--- config.mk ---
export PLATFORM = sky130hd
export DESIGN_NAME = line_editor
export DESIGN_NICKNAME = d
export VERILOG_FILES = /design/src/rtl/line_editor_pkg.sv /design/src/rtl/line_store.sv /design/src/rtl/line_editor.sv
export SDC_FILE = /design/constraint.sdc
export NUM_CORES = 1
export LEC_CHECK = 0
export ABC_AREA = 1
export BUFFER_PORTS_ARGS = -buffer_cell sky130_fd_sc_hd__buf_2
export CORE_MARGIN = 1
export CORE_UTILIZATION = 37
export CTS_BUF_LIST = sky130_fd_sc_hd__clkbuf_16
export CTS_CLUSTER_SIZE = 12
export DETAILED_ROUTE_END_ITERATION = 10
export SLEW_MARGIN = 20
export SYNTH_ARGS = -nofsm -noshare
export SYNTH_HDL_FRONTEND = slang
export SYNTH_SLANG_ARGS = --single-unit
export TNS_END_PERCENT = 1
--- constraint.sdc ---
create_clock -name clk_in -period 2.3 [get_ports clk_in]
set_clock_uncertainty 0.05 [all_clocks]
set_input_delay 0.575 -clock clk_in [delete_from_list [all_inputs] [get_ports clk_in]]
set_output_delay 0.575 -clock clk_in [all_outputs]
set_load 0.02 [all_outputs]
--- src/rtl/line_editor_pkg.sv ---
// line_editor_pkg: shared state encoding, ASCII constants and helpers for the line editor.
package line_editor_pkg;
  typedef enum logic [1:0] {EDIT, COMMIT, CLEAR} state_t;
  localparam logic [7:0] ASCII_SPACE = 8'h20;
  localparam logic [7:0] ASCII_MIN   = 8'h20;
  localparam logic [7:0] ASCII_MAX   = 8'h7E;
  function automatic logic printable(input logic [7:0] c);
    return c >= ASCII_MIN && c <= ASCII_MAX;
  endfunction
endpackage

--- src/rtl/line_store.sv ---
// line_store: byte register array with one write port, clear-all, registered read and flat view.
module line_store
  import line_editor_pkg::*;
#(
  parameter int N  = 32,
  parameter int AW = $clog2(N)
) (
  input  logic          clk,
  input  logic          rst_n,
  input  logic          we,
  input  logic [AW-1:0] waddr,
  input  logic [7:0]    wdata,
  input  logic          clr,
  input  logic [AW-1:0] raddr,
  output logic [7:0]    rdata,
  output logic [8*N-1:0] flat
);
  logic [7:0] mem [N];
  // The read samples the array before this edge's write lands, so same-address reads see the old byte.
  always_ff @(posedge clk or negedge rst_n)
    if (!rst_n) begin
      for (int i = 0; i < N; i++) mem[i] <= ASCII_SPACE;
      rdata <= ASCII_SPACE;
    end else begin
      rdata <= mem[raddr];
      if (clr) for (int i = 0; i < N; i++) mem[i] <= ASCII_SPACE;
      else if (we) mem[waddr] <= wdata;
    end
  for (genvar g = 0; g < N; g++) begin : g_flat
    assign flat[8*g +: 8] = mem[g];
  end
endmodule

--- src/rtl/line_editor.sv ---
// line_editor: edits a command line from keyboard strobes and hands the frozen line downstream.
module line_editor
  import line_editor_pkg::*;
#(
  parameter int MAX_CHARS = 32,
  parameter int ADDR_W    = $clog2(MAX_CHARS)
) (
  input  logic                   clk_in,
  input  logic                   rst_n_in,
  input  logic                   key_pressed,
  input  logic                   bksp_pressed,
  input  logic                   enter_pressed,
  input  logic [15:0]            character,
  input  logic [ADDR_W-1:0]      disp_addr,
  output logic [7:0]             disp_char,
  output logic [ADDR_W:0]        cursor,
  output logic                   key_rejected,
  output logic                   instr_valid,
  input  logic                   instr_ready,
  output logic [ADDR_W:0]        instr_len,
  output logic [8*MAX_CHARS-1:0] instr_chars
);
  localparam logic [ADDR_W:0] FULL = (ADDR_W + 1)'(MAX_CHARS);
  state_t state, state_nx;
  logic edit, key_ok, do_key, do_bk, we, clr, rej_nx;
  logic [ADDR_W-1:0] waddr;
  logic [7:0] wdata;
  logic [ADDR_W:0] cursor_nx, len_nx;
  always_ff @(posedge clk_in or negedge rst_n_in)
    if (!rst_n_in) state <= EDIT;
    else state <= state_nx;
  always_comb
    state_nx = state == EDIT   ? (enter_pressed && |cursor ? COMMIT : EDIT) :
               state == COMMIT ? (instr_ready ? CLEAR : COMMIT) : EDIT;
  // Priority enter > bksp > key; anything that loses arbitration or is illegal is reported.
  always_comb begin
    edit      = state == EDIT;
    key_ok    = printable(character[7:0]) && cursor != FULL;
    do_key    = edit && !enter_pressed && !bksp_pressed && key_pressed && key_ok;
    do_bk     = edit && !enter_pressed && bksp_pressed && |cursor;
    we        = do_key || do_bk;
    waddr     = do_key ? cursor[ADDR_W-1:0] : cursor[ADDR_W-1:0] - 1'b1;
    wdata     = do_key ? character[7:0] : ASCII_SPACE;
    clr       = state == CLEAR;
    cursor_nx = clr ? '0 : do_key ? cursor + 1'b1 : do_bk ? cursor - 1'b1 : cursor;
    len_nx    = edit && enter_pressed && |cursor ? cursor : instr_len;
    rej_nx    = !edit         ? key_pressed || bksp_pressed || enter_pressed :
                enter_pressed ? key_pressed || bksp_pressed :
                bksp_pressed  ? key_pressed || ~|cursor :
                key_pressed && !key_ok;
  end
  assign instr_valid = state == COMMIT;
  always_ff @(posedge clk_in or negedge rst_n_in)
    if (!rst_n_in) begin
      cursor       <= '0;
      key_rejected <= 1'b0;
      instr_len    <= '0;
    end else begin
      cursor       <= cursor_nx;
      key_rejected <= rej_nx;
      instr_len    <= len_nx;
    end
  line_store #(.N(MAX_CHARS), .AW(ADDR_W)) u_store (
    .clk   (clk_in),
    .rst_n (rst_n_in),
    .we    (we),
    .waddr (waddr),
    .wdata (wdata),
    .clr   (clr),
    .raddr (disp_addr),
    .rdata (disp_char),
    .flat  (instr_chars)
  );
endmodule

==> impl_metrics.tcl, run 1 <==
set metrics [dict create \
    hpwlAfterDp_um 41200 \
    fmaxAchievable_mhz 413 \
    drt_wl_total_um 58100 \
    port_buffers 296 \
    synth_warnings 0 \
    cts_tree "built" \
    nFillCells 3657 \
    drive_gt1_share_pct 30.1 \
    critical_path.startpoint_type "register" \
    path_class "reg -> reg" \
    yosysUniqueCellTypes 42 \
    ff2ff_path_depth 11 \
    whs_endpoint "state[1]$_DFF_PN0_" \
    cp_max_fo 7 \
    synthTopCellsByArea "dfrtp_1, nand2_1, nand3_1" \
    grt_pass1_wl_um 86300 \
    rsz0062_at_grt "yes" \
    slew_headroom_pct 48.9 \
    failed_checks "setup timing" \
    dp_cells 2628 \
    firstDrtPassIters 5 \
    synth_common_cells "nand2_1, nand3_1, dfrtp_1" \
    floorplan.die_area_um2 39100 \
    critPathMaxStageDelay_ps 430 \
    row_count 71 \
    yosysSeqAreaShare_pct 49.6 \
    end_kind "register" \
    r2r_start "state[1]$_DFF_PN0_" \
    wl_per_cell_um 21.5 \
    antenna_found_initial 1 \
    first_global_vias 13976 \
    hold_viol_final 0 \
    power_density_nw_per_um2 1060 \
    ys_ff_latch 279 \
    clk_path_buf_depth 3 \
    yosysTopAreaCellShare_pct 43.5 \
    fin_crit_ps 2420 \
    hold_path_depth 3 \
    path_buf_inv 2 \
    coreArea_um2 37700 \
    initial_core_util_pct 37.6 \
    clock_sinks 279 \
    async_flop_share_pct 100 \
    ios 305 \
    setup_viol_count_final 158 \
    h-tree-depth 2 \
    slowest_stage "dfrtp_2" \
    worst_slack_ps -124 \
    p_leak_nw 10.3 \
    synth-edff-count 0 \
    area_delta_synth_final_pct 34.6 \
    crit_chain "nor2_4 > nand3_4 > nor2_4 > buf_4 > nand3_1 > nand2_2 > nand2_4 > nor2_4 > buf_4 > nand2_1 > o21ai_0" \
    tns_ps -5820 \
    cts_buffers 34 \
    drc 0 \
    worstMarginPinSlew_ps 766 \
    max_cap_viol_count 0 \
    synth_area_per_cell_um2 8.00 \
    ir_drop_mv 0.697 \
    cts_root_buf "clkbuf_16" \
    fin_crit_sh_pct 105 \
    grt_max_degree 92 \
    drt_iter0_drc 1424 \
    yosysMostFrequentCell "nand2_1" \
    synth_top_flop_cell "dfrtp_1" \
    grt-ovfl-total 0 \
    die_y_um 198 \
    num_vias 14920 \
    crit_path_frequent_cell "nor2_4" \
    nets 2196 \
    multi_input_area_um2 6720 \
    yosysTopAreaCell "dfrtp_1" \
    crit_arrival_ps 2810 \
    grtUsageTotal_pct 29.3 \
    stdcell_count 2697 \
    crit_required_ps 2690 \
    antennaDiodeCount 0 \
    syn-num-nets 1804 \
    gp_congestion 0.905 \
    reg2reg_slack_ps -120 \
    route.antenna.remaining_nets 0 \
    worst_path_dominant_cell_family "simple AND/OR/NAND/NOR gates" \
    register_area_um2 7030 \
    r2r-end "u_store.flat[46]$_DFFE_PN0P_" \
    outcome "finished with violations" \
    min-delay-start "instr_ready" \
    dieWidth_um 198 \
    cts.clk_slew.worst_paths_ps 60 \
    clk-insertion-delay-late_ps 530 \
    drv_slew 0 \
    worstHoldPathType "in -> reg" \
    routed_via_density 5.53 \
    synth_area_um2 14200 \
    synth_cells 1771 \
]
routing by layer:
metal / up-vias / GRT usage (%) / part of all wire [%]
li1: 6792 / - / -
met1: 7262 / 38.5 / 41
met2: 742 / 48.0 / 48
met3: 124 / 4.97 / 8.0
met4: 0 / 11.2 / 3.9
met5: - / 0 / 0
state kept, by name, indices dropped and copies added (netlist names):
signal and flops:
cursor 6, u_store.rdata 8, key_rejected 1, u_store.flat 256
instr_len 6, state 2
cells in the final DEF, fill, tap and decap left out, drive strengths merged:
master | Yosys | layout
dfrtp | 246 | 246
a21oi | 30 | 30
o22ai | 20 | 20
a21boi | 6 | 6
o211ai | 2 | 2
a22oi | 1 | 1
xor2 | 5 | 5
nand3 | 280 | 281
o21bai | 1 | 1
bufinv | 0 | 2
clkinv | 5 | 16
nor3 | 6 | 6
fa | 1 | 1
clkbuf | 94 | 37
buf | 22 | 470
nand2 | 488 | 488
o21ai | 179 | 179
or2 | 1 | 1
nor2 | 187 | 187
o221ai | 42 | 42
a32oi | 1 | 1
xnor2 | 3 | 3
a31oi | 9 | 9
a21o | 1 | 1
dlygate4sd3 | 0 | 1
dfstp | 33 | 33
ha | 5 | 5
inv | 66 | 75
nand4 | 37 | 37
metrics by stage:
| step | utilization [%] | area, µm² | total power [mW] | worst slack, ps | hold WS, ps |
|---|---|---|---|---|---|
| 6_report | 50.6 | 19100 | 20.2 | -124 | 251 |
| 5_1_grt | 50.6 | 19100 | 21.1 | -223 | 261 |
| 4_1_cts | 49.6 | 18700 | 19.6 | -85.1 | 235 |
| 3_5_place_dp | 46.6 | 17600 | 14.3 | -366 | 418 |
| 3_3_place_gp | 46.6 | 17600 | 14.2 | -321 | 416 |
| 2_1_floorplan | - | 14200 | 10.7 | -40.8 | 229 |
repair_timing:
item                                    4_1_cts  5_1_grt
hold buffers                                  1        0
cloned                                        0        1
hold endpoints to repair                     37        0
pin swaps                                     2       22
gates resized for setup                       7       69
endpoints found under the setup margin      173      254
buffers inserted                              2        6
how the worst max path moves through the flow:
| stage | from | endpoint | slack, ps | cells after the start |
|---|---|---|---|---|
| detailed placement | character[7] | u_store.flat[250]$_DFFE_PN0P_ | -370 | 12 |
| global placement | character[7] | u_store.flat[153]$_DFFE_PN0P_ | -320 | 11 |
| floorplan | cursor[0]$_DFFE_PN0P_ | cursor[5]$_DFFE_PN0P_ | -40 | 14 |
| CTS | cursor[1]$_DFFE_PN0P_ | cursor[5]$_DFFE_PN0P_ | -90 | 14 |
| finish | state[1]$_DFF_PN0_ | u_store.flat[46]$_DFFE_PN0P_ | -120 | 11 |
| global route | state[1]$_DFF_PN0_ | u_store.flat[37]$_DFFE_PN1P_ | -220 | 13 |
layout make-up:
class	count	area share, %
repair buffers	471	17.5
flip-flops and latches	279	36.9
multi-input cells	1306	35.3
clock inverters	22	0.735
inverters	71	1.47
well taps	511	3.35
clock buffers	37	4.86
kinds of logic (layout without fill, tap and decap cells):
logic type                 Yosys count  after routing  synth area share [%]
AOI/OAI and AO/OA                  292            292                  12.0
xor gates and xnor gates             8              8                 0.495
adders and majority gates            6              6                 0.583
buffers and inverters              187            601                  5.40
DFF                                279            279                  49.6
and+or+nand+nor                    999           1000                  31.9
power breakdown:
part           switching (mW)  internal [mW]
logic                    5.79           3.14
registers               0.482           5.59
clock network            2.14           3.10
total                    8.41           11.8
worst min-delay path, delay by kind of cell:
kind,cells,cell delay (ps)
buffers and inverters,2,160
AND/OR/NAND/NOR,1,40
Note: power is estimated with default switching activity, not from simulation.
==> run 2, diff against run 1 <==
Settings changed: SETUP_SLACK_MARGIN set to 0.2.
==> run 2 against run 1 <==
Net effect:
- the run still ends with setup timing left
- clock-buffer cell count is 6 lower
- critical path type unchanged
- die area did not move
- register-to-register slack hardly changed
- via count up 1.3%
- critical path depth is 3 higher
- flip-flop and latch count unchanged
- sequential power about the same
- sequential share of layout area decreased by 0.49 points
==> impl_metrics.tcl, run 2 (synthesis gave the netlist of run 1 again) <==
set metrics [dict create \
    failed_checks "setup timing" \
    grt_pass1_wl_um 87800 \
    crit_required_ps 2760 \
    cts_buffers 31 \
    worstHoldPathType "in -> reg" \
    fmaxAchievable_mhz 414 \
    critPathMaxStageDelay_ps 410 \
    die_y_um 198 \
    cp_max_fo 8 \
    nets 2220 \
    ff2ff_path_depth 14 \
    hold_viol_final 0 \
    worst_slack_ps -113 \
    gp_congestion 0.890 \
    whs_endpoint "state[1]$_DFF_PN0_" \
    port_buffers 296 \
    drv_slew 0 \
    fin_crit_sh_pct 105 \
    reg2reg_slack_ps -110 \
    grt_max_degree 65 \
    critical_path.startpoint_type "register" \
    path_class "reg -> reg" \
    cts.clk_slew.worst_paths_ps 60 \
    mostFrequentLayoutCell "nand2_1" \
    coreArea_um2 37700 \
    drt_iter0_drc 1607 \
    place_ws_ps -467 \
    clk_path_buf_depth 3 \
    end_kind "register" \
    setup_viol_count_final 147 \
    num_vias 15111 \
    first_global_vias 14258 \
    outcome "finished with violations" \
    rsz0062_at_grt "yes" \
    slew_headroom_pct 63.2 \
    clk-insertion-delay-late_ps 590 \
    cts_tree "built" \
    hpwlAfterDp_um 42000 \
    initial_core_util_pct 37.6 \
    p_leak_nw 10.4 \
    dieWidth_um 198 \
    power_density_nw_per_um2 1050 \
    firstDrtPassIters 6 \
    final_cell_mix "nand2_1, buf_2, nand3_1" \
    crit_arrival_ps 2880 \
    route.antenna.remaining_nets 0 \
    cts_root_buf "clkbuf_16" \
    hold_path_depth 3 \
    grtUsageTotal_pct 29.7 \
    drc 0 \
    min-delay-start "instr_ready" \
    drive_gt1_share_pct 31.1 \
    clock_sinks 279 \
    wl_per_cell_um 21.7 \
    utilization_pct 51.3 \
    h-tree-depth 1 \
    ios 305 \
    worstMarginPinSlew_ps 551 \
    r2r-end "u_store.flat[13]$_DFFE_PN1P_" \
    grt-ovfl-total 0 \
    routed_via_density 5.55 \
    antenna_found_initial 1 \
    drt_wl_total_um 59100 \
    largest_register_ffs 256 \
    slowest_stage "dfrtp_1" \
    placed_cell_area_um2 17700 \
    area_delta_synth_final_pct 36.4 \
    fin_crit_ps 2410 \
    crit_chain "nor2_4 > nand3_4 > nor2_4 > buf_4 > buf_4 > nand3_2 > nand2_4 > buf_4 > nand2_4 > nor2_4 > nand3_4 > nand2_2 > nand2_1 > nand2_1" \
    fin_area_um2 19300 \
    row_count 71 \
    floorplan.die_area_um2 39100 \
    r2r_start "state[0]$_DFF_PN0_" \
    max_cap_viol_count 0 \
    ir_drop_mv 0.584 \
]
## run 2: cell types whose count changed in the layout (fill, tap and decap cells not counted), sizes merged
cell and change:
clkinv +4, diode +1, bufinv -1, clkbuf -5
buf +26, clkinvlp +1, inv +1
## run 2: final cells by class
type / instances / area, µm²
fill: 3633 / 18300
antenna: 1 / 2.50
tap: 511 / 639
clock inverter: 27 / 138
timing repair buffer: 498 / 3680
inverter: 71 / 297
clock buffer: 31 / 776
sequential: 279 / 7030
multi-input combinational: 1306 / 6760
## run 2: per-layer routing
metal / vias up / part of all wire [%] / GRT usage [%]
met4: 0 / 4.6 / 13.0
met2: 785 / 46 / 47.7
met1: 7339 / 41 / 39.2
met3: 143 / 8.5 / 5.43
li1: 6844 / - / -
met5: - / 0 / 0
## run 2: report_power, final
part,switching (mW),total [mW],internal (mW)
clock network,2.09,4.62,2.53
registers,0.492,6.08,5.59
logic,6.05,9.67,3.63
total,8.63,20.4,11.7
## run 2: worst max-delay path by stage
stage                          start                            end  depth (start not counted)
4_1_cts           state[1]$_DFF_PN0_  u_store.flat[229]$_DFFE_PN1P_                         13
3_5_place_dp            character[7]  u_store.flat[225]$_DFFE_PN0P_                         12
5_1_grt           state[0]$_DFF_PN0_  u_store.flat[182]$_DFFE_PN0P_                         14
6_report          state[0]$_DFF_PN0_   u_store.flat[13]$_DFFE_PN1P_                         14
2_1_floorplan  cursor[0]$_DFFE_PN0P_          cursor[5]$_DFFE_PN0P_                         14
3_3_place_gp            character[7]  u_store.flat[225]$_DFFE_PN0P_                         12
## run 2: critical path, delay by kind of cell (launching register included)
kind / cells / cell delay [ps]
flip-flops: 1 / 410
buffers and inverters: 3 / 420
AND/OR/NAND/NOR: 11 / 1450
## run 2: per-stage QoR
stage / cells / TNS [ps] / total power, mW / hold slack (ps)
2_1_floorplan: 1771 / -40.8 / 10.7 / 229
3_3_place_gp: 2631 / -69600 / 14.0 / 416
3_5_place_dp: 2631 / -76150 / 14.1 / 418
4_1_cts: 2702 / -1430 / 19.4 / 157
5_1_grt: 2724 / -29640 / 21.2 / 195
6_report: 2724 / -4390 / 20.4 / 182
## run 2: repair_timing
item,CTS,global route
gates resized for setup,45,48
setup buffers,11,20
hold endpoints to repair,40,0
hold buffers,1,0
cloned,1,1
pin swaps,14,25
endpoints found under the setup margin,262,263
